[config.mk]
export PLATFORM = sky130hd
export DESIGN_NAME = dma_obj_sched
export DESIGN_NICKNAME = d
export VERILOG_FILES = /design/src/rtl/dma_pkg.sv /design/src/rtl/dma_obj_pack.sv /design/src/rtl/dma_obj_sched.sv
export SDC_FILE = /design/constraint.sdc
export NUM_CORES = 1
export LEC_CHECK = 0
export ABC_AREA = 1
export CORE_MARGIN = 1.5
export CORE_UTILIZATION = 50
export CTS_CLUSTER_SIZE = 14
export DETAILED_ROUTE_END_ITERATION = 16
export DONT_BUFFER_PORTS = 1
export GPL_TIMING_DRIVEN = 0
export PLACE_DENSITY_LB_ADDON = 0.25
export SYNTH_ARGS = -nofsm -noshare
export SYNTH_HDL_FRONTEND = slang
export SYNTH_SLANG_ARGS = --single-unit
[constraint.sdc]
create_clock -name CLK20 -period 2.1 [get_ports CLK20]
set_input_delay 0.21 -clock CLK20 [delete_from_list [all_inputs] [get_ports CLK20]]
set_output_delay 0.21 -clock CLK20 [all_outputs]
set_load 0.005 [all_outputs]
[src/rtl/dma_pkg.sv]
// Shared types and constants for the object DMA sequencer.
package dma_pkg;

    typedef enum logic [2:0] {
        IDLE,
        REQ,
        READ,
        WRITE,
        REL
    } dma_state_t;

    localparam logic [11:0] DEF_BASE_ADDR = 12'h000;
    localparam logic [11:0] DEF_BANK_OFS  = 12'h200;

    // Never returns less than 1 so single-entry counters still get a bit.
    function automatic int clog2(input int v);
        int r;
        r = 1;
        while ((1 << r) < v) r++;
        return r;
    endfunction

endpackage

[src/rtl/dma_obj_pack.sv]
// Byte-lane packer: collects one object's bytes into a single word, byte 0 in the low lane.
module dma_obj_pack
    import dma_pkg::*;
#(
    parameter int OBJ_BYTES = 4,
    localparam int LW = clog2(OBJ_BYTES)
) (
    input  logic                   i_clk,
    input  logic                   i_rst,
    input  logic                   i_clr,
    input  logic                   i_load,
    input  logic [LW-1:0]          i_lane,
    input  logic [7:0]             i_byte,
    output logic [8*OBJ_BYTES-1:0] o_word
);

    logic [OBJ_BYTES-1:0][7:0] r_word;

    always_ff @(posedge i_clk) begin
        if (i_rst || i_clr) begin
            r_word <= '0;
        end else begin
            for (int i = 0; i < OBJ_BYTES; i++) begin
                if (i_load && (i_lane == LW'(i))) r_word[i] <= i_byte;
            end
        end
    end

    assign o_word = r_word;

endmodule

[src/rtl/dma_obj_sched.sv]
// Object DMA sequencer: arm on bank write, take the Z80 bus at VB start, copy sprite RAM to the line buffer.
// Optional REQ watchdog with ERR flag enabled by defining DMA_TIMEOUT_EN.
module dma_obj_sched
    import dma_pkg::*;
#(
    parameter int          N_OBJ     = 128,
    parameter int          OBJ_BYTES = 4,
    parameter logic [11:0] BASE_ADDR = DEF_BASE_ADDR,
    parameter logic [11:0] BANK_OFS  = DEF_BANK_OFS,
    parameter int          RD_CYC    = 3,
    parameter int          TIMEOUT   = 4096,
    localparam int OAW = clog2(N_OBJ),
    localparam int BW  = clog2(OBJ_BYTES),
    localparam int CW  = clog2(RD_CYC + 1)
) (
    input  logic                   CLK20,
    input  logic                   RESET,
    input  logic                   VB,
    input  logic                   DWRBKn,
    input  logic [7:0]             DD_IN,
    input  logic                   BUSAK_n,
    output logic                   BUSRQn,
    output logic [11:0]            AD_OUT,
    output logic                   AD_OE,
    output logic                   RDn,
    output logic                   OBJ_WE,
    output logic [OAW-1:0]         OBJ_ADDR,
    output logic [8*OBJ_BYTES-1:0] OBJ_DATA,
    output logic                   BUSY,
    output logic                   DONE,
    output logic                   ERR
);

    localparam logic [OAW-1:0] LAST_OBJ  = OAW'(N_OBJ - 1);
    localparam logic [BW-1:0]  LAST_BYTE = BW'(OBJ_BYTES - 1);
    localparam logic [CW-1:0]  RD_LAST   = CW'(RD_CYC - 1);
    localparam logic [CW-1:0]  RD_GAP    = CW'(RD_CYC);

    dma_state_t     r_state, w_state_nx;
    logic           r_dwr_q, r_vb_q, r_armed, r_bank_arm, r_bank, r_done;
    logic [OAW-1:0] r_obj;
    logic [BW-1:0]  r_byte;
    logic [CW-1:0]  r_rd;
    logic           w_arm, w_start, w_xfer, w_go, w_load, w_tmo, w_abort;
    logic [11:0]    w_addr;

    assign w_arm   = r_dwr_q & ~DWRBKn;
    assign w_start = VB & ~r_vb_q & r_armed & (r_state == IDLE);
    assign w_xfer  = (r_state == READ) || (r_state == WRITE);
    // Progress only while the bus is actually granted; otherwise everything holds.
    assign w_go    = w_xfer & ~BUSAK_n;
    assign w_load  = w_go && (r_state == READ) && (r_rd == RD_LAST);
    assign w_addr  = BASE_ADDR + (r_bank ? BANK_OFS : 12'h000)
                   + 12'(int'(r_obj) * OBJ_BYTES) + 12'(r_byte);

`ifdef DMA_TIMEOUT_EN
    localparam int TW = clog2(TIMEOUT);
    logic [TW-1:0] r_tmo_cnt;
    logic          r_err, r_abort;

    assign w_tmo = (r_state == REQ) && BUSAK_n && (r_tmo_cnt == TW'(TIMEOUT - 1));

    always_ff @(posedge CLK20) begin
        if (RESET) begin
            r_tmo_cnt <= '0;
            r_err     <= 1'b0;
            r_abort   <= 1'b0;
        end else begin
            if (r_state != REQ)  r_tmo_cnt <= '0;
            else if (BUSAK_n)    r_tmo_cnt <= r_tmo_cnt + 1'b1;
            if (w_tmo) begin
                r_err   <= 1'b1;
                r_abort <= 1'b1;
            end else if (w_start) begin
                r_abort <= 1'b0;
            end
            if (w_arm) r_err <= 1'b0;
        end
    end

    assign w_abort = r_abort;
    assign ERR     = r_err;
`else
    localparam int tmo_unused = TIMEOUT;
    assign w_tmo   = 1'b0;
    assign w_abort = 1'b0;
    assign ERR     = 1'b0;
`endif

    always_ff @(posedge CLK20) begin
        if (RESET) r_state <= IDLE;
        else       r_state <= w_state_nx;
    end

    always_comb begin
        w_state_nx = r_state;
        case (r_state)
            IDLE:  if (w_start) w_state_nx = REQ;
            REQ: begin
                if (!BUSAK_n)   w_state_nx = READ;
                else if (w_tmo) w_state_nx = REL;
            end
            READ:  if (w_go && (r_rd == RD_GAP) && (r_byte == LAST_BYTE)) w_state_nx = WRITE;
            WRITE: if (w_go) w_state_nx = (r_obj == LAST_OBJ) ? REL : READ;
            REL:   if (BUSAK_n) w_state_nx = IDLE;
            default: w_state_nx = IDLE;
        endcase
    end

    always_ff @(posedge CLK20) begin
        if (RESET) begin
            r_dwr_q    <= 1'b1;
            r_vb_q     <= 1'b0;
            r_armed    <= 1'b0;
            r_bank_arm <= 1'b0;
            r_bank     <= 1'b0;
            r_done     <= 1'b0;
            r_obj      <= '0;
            r_byte     <= '0;
            r_rd       <= '0;
        end else begin
            r_dwr_q <= DWRBKn;
            r_vb_q  <= VB;
            r_done  <= (r_state == REL) && BUSAK_n && !w_abort;
            // Start consumes the arm; an arm in the same cycle re-arms for the next frame.
            if (w_start) begin
                r_armed <= 1'b0;
                r_bank  <= r_bank_arm;
            end
            if (w_arm) begin
                r_armed    <= 1'b1;
                r_bank_arm <= DD_IN[0];
            end
            if (w_start) begin
                r_obj  <= '0;
                r_byte <= '0;
                r_rd   <= '0;
            end else if (w_go) begin
                if (r_state == READ) begin
                    if (r_rd == RD_GAP) begin
                        r_rd <= '0;
                        if (r_byte != LAST_BYTE) r_byte <= r_byte + 1'b1;
                    end else begin
                        r_rd <= r_rd + 1'b1;
                    end
                end else begin
                    r_byte <= '0;
                    r_obj  <= (r_obj == LAST_OBJ) ? '0 : r_obj + 1'b1;
                end
            end
        end
    end

    dma_obj_pack #(.OBJ_BYTES(OBJ_BYTES)) u_pack (
        .i_clk  (CLK20),
        .i_rst  (RESET),
        .i_clr  (w_start),
        .i_load (w_load),
        .i_lane (r_byte),
        .i_byte (DD_IN),
        .o_word (OBJ_DATA)
    );

    assign BUSRQn   = !((r_state == REQ) || w_xfer);
    assign AD_OE    = w_go;
    assign RDn      = !(w_go && (r_state == READ) && (r_rd != RD_GAP));
    assign OBJ_WE   = w_go && (r_state == WRITE);
    assign OBJ_ADDR = r_obj;
    assign AD_OUT   = w_xfer ? w_addr : 12'h000;
    assign BUSY     = (r_state != IDLE);
    assign DONE     = r_done;

endmodule

# == Yosys cells after proc, flatten, opt, wreduce, memory -nomap -nowiden ==
# Index checks and enable logic that the tools add are counted.
# word_totals
romBits,0
output_inout_bits,58
input_bits,13
word_cells,88
latch_bits,0
reg_bits,52
n_memories,0
ram_bits,0
# op_classes
multipliers,0
muxes,16
eq_ne,19
n_addsub,5
n_reduce_logical,25
n_div,0
bitwise,9
n_lt_le_gt_ge,0
n_shift,0
# op_table
operator,count
2-to-1 mux 3 bit,6
one-hot mux 3 bit (5 select lines),1
adder 11 x 2 -> 12 bit,1
2-to-1 mux 12 bit,1
adder 10 x 9 -> 11 bit,1
logical AND 1 bit,11
2-to-1 mux 10 bit,1
"inequality test 2 bit, second input constant",5
"equality test 2 bit, second input constant",4
2-to-1 mux 2 bit,4
"inequality test 2 x 1 -> 1 bit, second input constant",4
"adder 7 x 1 -> 7 bit, second input constant",1
"equality test 7 bit, second input constant",1
2-to-1 mux 7 bit,1
"equality test 3 x 2 -> 1 bit, second input constant",2
bitwise AND 1 bit,5
AND reduction 5 bit,1
"adder 2 x 1 -> 2 bit, second input constant",2
NOT 1 bit,4
AND reduction 2 bit,2
"equality test 3 x 1 -> 1 bit, second input constant",1
"equality test 3 bit, second input constant",1
logical NOT 3 bit,1
logical OR 1 bit,3
8 further kinds,10

# == Logic depth before layout (Yosys ltp) ==
# depth
ltp_word,7
ltp_mapped,8
ltp_nobuf,8

# == Cells and area by module ==
# From an unflattened synthesis, not the netlist that was laid out.
# hier_totals
cells_unflattened,366
area_unflattened_um2,2576.2
# by_module_without_submodules
module,cells_per_inst,seq_area_each_um2,instances,area_each_um2
dma_obj_pack,208,640.6,1,1430.1
dma_obj_sched,158,400.4,1,1146.1

# == Least setup slack after synthesis ==
# Ideal clock, no wire load.
# synth_path
path_kind,reg2reg
start,register r_state[0]
end,"register u_pack.r_word, in the netlist u_pack.o_word[0]"
arrival_ps,1218
setup_time_ps,116
period_less_slack_ps,1334
required_time_ps,1984
slack_ps,766
stages_incl_launch_ff,9
n_path_buf,0
cell_sequence,dfxtp_1 nor2_2 nand2_2 nor2_4 nand2_4 nor2_8 inv_2 nor2_1 nor2_1
# synth_via
elab_chain_len,6
word_cells_on_any_way,10
cone_classes,eq/ne (2); bitwise (2); reduce/logical (6)
# synth_rtl
item,line_no,rtl
start: declaration,dma_obj_sched.sv:39,"dma_state_t r_state, w_state_nx;"
start signal: assignment,dma_obj_sched.sv:92,else r_state <= w_state_nx;
equality test 3 x 2 -> 1 bit (on tied branches),"dma_obj_sched.sv:49, dma_obj_sched.sv:52",
logical OR 1 bit,dma_obj_sched.sv:49,assign w_xfer = (r_state == READ) || (r_state == WRITE);
bitwise AND 1 bit,dma_obj_sched.sv:51,assign w_go = w_xfer & ~BUSAK_n;
logical AND 1 bit (2 in a row),dma_obj_sched.sv:52,assign w_load = w_go && (r_state == READ) && (r_rd == RD_LAST);
logical AND 1 bit,dma_obj_pack.sv:24,if (i_load && (i_lane == LW'(i))) r_word[i] <= i_byte;
end signal: indexed assignment,dma_obj_pack.sv:24,
end: declaration,dma_obj_pack.sv:17,logic [OBJ_BYTES-1:0][7:0] r_word;
# Parallel ways exist; a longest one is shown, timed or not.
# A chain may end at the register's enable or synchronous reset.

# == Final worst setup path ==
# layout_path
start,register r_state[2]
end,output AD_OUT[1]
# layout_via
elab_chain_len,3
word_cells_on_any_way,4
cone_classes,eq/ne (2); mux (1); reduce/logical (1)
# layout_rtl
item,line_no,rtl
equality test 3 x 2 -> 1 bit,dma_obj_sched.sv:49,
logical OR 1 bit (*),dma_obj_sched.sv:49,
2-to-1 mux 12 bit (*),dma_obj_sched.sv:169,assign AD_OUT = w_xfer ? w_addr : 12'h000;
end: declaration,dma_obj_sched.sv:23,"output logic [11:0] AD_OUT,"
# Mark *: on every way between the ends. The rest lies on a longest branch, timed or not.

==> results by group <==
Pwr
  • Pwr/cell area: 832 nW/µm²
  • P_sw: 658 µW
  • Clock power share: 0.276
  • Comb power frac: 0.196
  • Sw Ratio: 0.321
  • LEAKAGE: 1.16 nW
  • Sequential share of power: 0.528
  • Peak supply drop: 0.488 mV
  • Internal power: 1.39 mW
  • Tot Pwr: 2.05 mW

Route
  • DR iter-0 viols: 148
  • Routed Antenna Nets: 0
  • TritonRoute pass-1 iters: 4
  • Via Count: 1883
  • Routed WL: 4950 µm
  • Vias per cell: 5.12
  • Drc violations: 0
  • Wire length per cell: 13.5 µm

GRT
  • Initial antenna violation count: 0
  • Total Routing Usage GR: 0.217
  • Grt ovf: 0
  • Largest net degree at the start of global routing: 17
  • Vias in the first global route: 1807
  • Global-route wire length before repair: 8690 µm

STA
  • Max-slew violations: 0
  • Clk_skew: 0.00784 ns
  • Setup tns final: 0 ns
  • Final Cycle Share: 0.801
  • Fin crit period: 1.68 ns
  • Least-Margin Pin Slew: 0.514 ns
  • Final Hold Fails: 0
  • F_max: 594 MHz
  • Slew HR: 0.657
  • Setup violators final: 0
  • RSZ-0062 raised after global routing: false

Setup path
  • Crit Path Class: flip-flop to output pin
  • CP Data Required Time: 1.89 ns
  • Worst reg-to-reg path cell count: 8
  • Worst Path Max Fanout: 10
  • Critical path startpoint category: flip-flop
  • CP Capture Type: output pin
  • CP Data Arrival Time: 1.47 ns

Floorplanning
  • I/O Pins: 71
  • DIE AREA: 4980 µm²
  • Die height: 70.6 µm
  • Die X: 70.6 µm
  • Starting Density: 0.521
  • Row cnt: 24
  • Core footprint: 4380 µm²

Synth
  • Synth async-reset ratio: 0
  • Most frequent cells after synthesis: nor2_1, dfxtp_1, o21ai_0
  • Post-synth cell types: 25
  • Largest cells by area after synthesis: dfxtp_1, nor2_1, o21ai_0, inv_1, nand2_1
  • Most common cell in the netlist: nor2_1
  • Synth area leader: dfxtp_1
  • Post-synthesis sequential area ratio: 0.456
  • Post-synth EDFFs: 0
  • Top cell type's share of synthesized area: 0.456
  • Syn avg cell area: 7.51 µm²
  • Post-synthesis cell area: 2280 µm²
  • Post-synthesis cell count: 304
  • Post-synth top flop: dfxtp_1
  • Synth Warn #: 0
  • FF+latch count, synth: 52

Clock tree
  • Bufs on Longest Clock Path: 2
  • Worst-Skew Late Latency: 0.30 ns
  • PostCTS Resize Cnt: 0
  • TritonCTS clock tree: yes
  • Clock slew at reported path FFs: 0.09 ns
  • Hold_buf cts: 2
  • CTS sink count: 52
  • Post-CTS Repair Setup Buffers: 0
  • CTS Root Cell: clkbuf_8
  • CTS H-tree depth: 2
  • TritonCTS buffer count: 5

Status
  • Status: completed

Layout
  • Post-route core utilization: 0.562
  • Area growth from synthesis to layout: 7.95%
  • Ant. Diodes: 0
  • Share of cells above drive strength 1: 0.104
  • Nets: 335
  • Fill cells: 444

Flow run
  • Max-cap violation count: 0

Worst hold path
  • Worst min-delay path category: input port to flip-flop
  • Cells on Worst Hold Path: 1

Place
  • Placer Congestion: 0.845
  • Port bufs: 0
  • Detailed-placement wirelength estimate: 3590 µm
flip-flops by register name, indices dropped and copies added, names as in the netlist, 2 cells and up:
signal	flops
u_pack.o_word	32
OBJ_ADDR	7
r_state	3
r_byte	2
r_rd	2
per-layer routing:
metal	wire (µm)	track usage	vias up
met5	0	0	-
met4	64	0.0839	0
met3	454	0.0769	6
met2	2180	0.321	65
met1	2250	0.293	841
li1	-	-	971
per-stage QoR:
step                hold slack, ns  area (µm²)  worst slack, ns  instances
floorplan                    0.279        2290            0.766        306
global placement             0.281        2350            0.576        358
detailed placement           0.284        2350            0.561        358
CTS                        0.00615        2460            0.423        368
global route                0.0132        2460            0.300        368
finish                      0.0162        2460            0.417        368
power groups by stage:
stage	registers (mW)	logic, mW	clock network, mW
6_report	1.08	0.402	0.566
5_1_grt	1.09	0.472	0.624
4_1_cts	1.08	0.404	0.589
3_5_place_dp	1.11	0.397	0
3_3_place_gp	1.10	0.394	0
2_1_floorplan	1.09	0.325	0
final timing paths:
path | from | to | slack [ns]
max | r_state[2] | AD_OUT[1] | 0.42
min | RESET | r_armed | 0.02
max reg2reg | r_state[0] | u_pack.o_word[20] | 0.54
min reg2reg | r_armed | r_armed | 0.47
worst max-delay path, stage by stage, from the launching register on:
cell and delay [ns]:
dfxtp_1 0.38, inv_1 0.09, nand2_1 0.14, clkbuf_1 0.43, nor2_1 0.13
cell families after synthesis:
| family | after synthesis | synth area share |
|---|---|---|
| adders and majority gates | 7 | 0.0384 |
| and+or+nand+nor | 151 | 0.312 |
| DFF | 52 | 0.456 |
| AOI/OAI and AO/OA | 49 | 0.108 |
| other | 1 | 0.00164 |
| xor gates and xnor gates | 2 | 0.00768 |
| buffers and inverters | 42 | 0.0757 |
layout by cell type (no fill, tap or decap), types with 2 or more instances in the layout:
cell type,netlist,routed
nor2_1,91,91
dfxtp_1,52,52
o21ai_0,34,34
inv_1,28,28
nand2_1,26,26
nand3_1,19,19
a21oi_1,10,10
inv_2,7,7
ha_1,7,7
clkbuf_8,0,5
nor2_8,4,4
o21ai_1,4,4
buf_2,3,3
buf_4,3,3
conb_1,1,3
clkbuf_1,1,2
nor2_2,2,2
nand2_2,2,2
nor2_4,2,2
xor2_1,2,2
dlygate4sd3_1,0,2
final cells by class:
cell class                      instances  area (µm²)  area share
Inverter                               35         131      0.0533
Clock buffer                            6        72.6      0.0295
Multi-Input combinational cell        212        1080       0.437
Buffer                                  7        41.3      0.0168
Timing Repair Buffer                    2        20.0     0.00813
Sequential cell                        52        1040       0.423
Tap cell                               52        65.1      0.0264
Clock inverter                          2        16.3     0.00660
(Power assumes the default switching activity.)
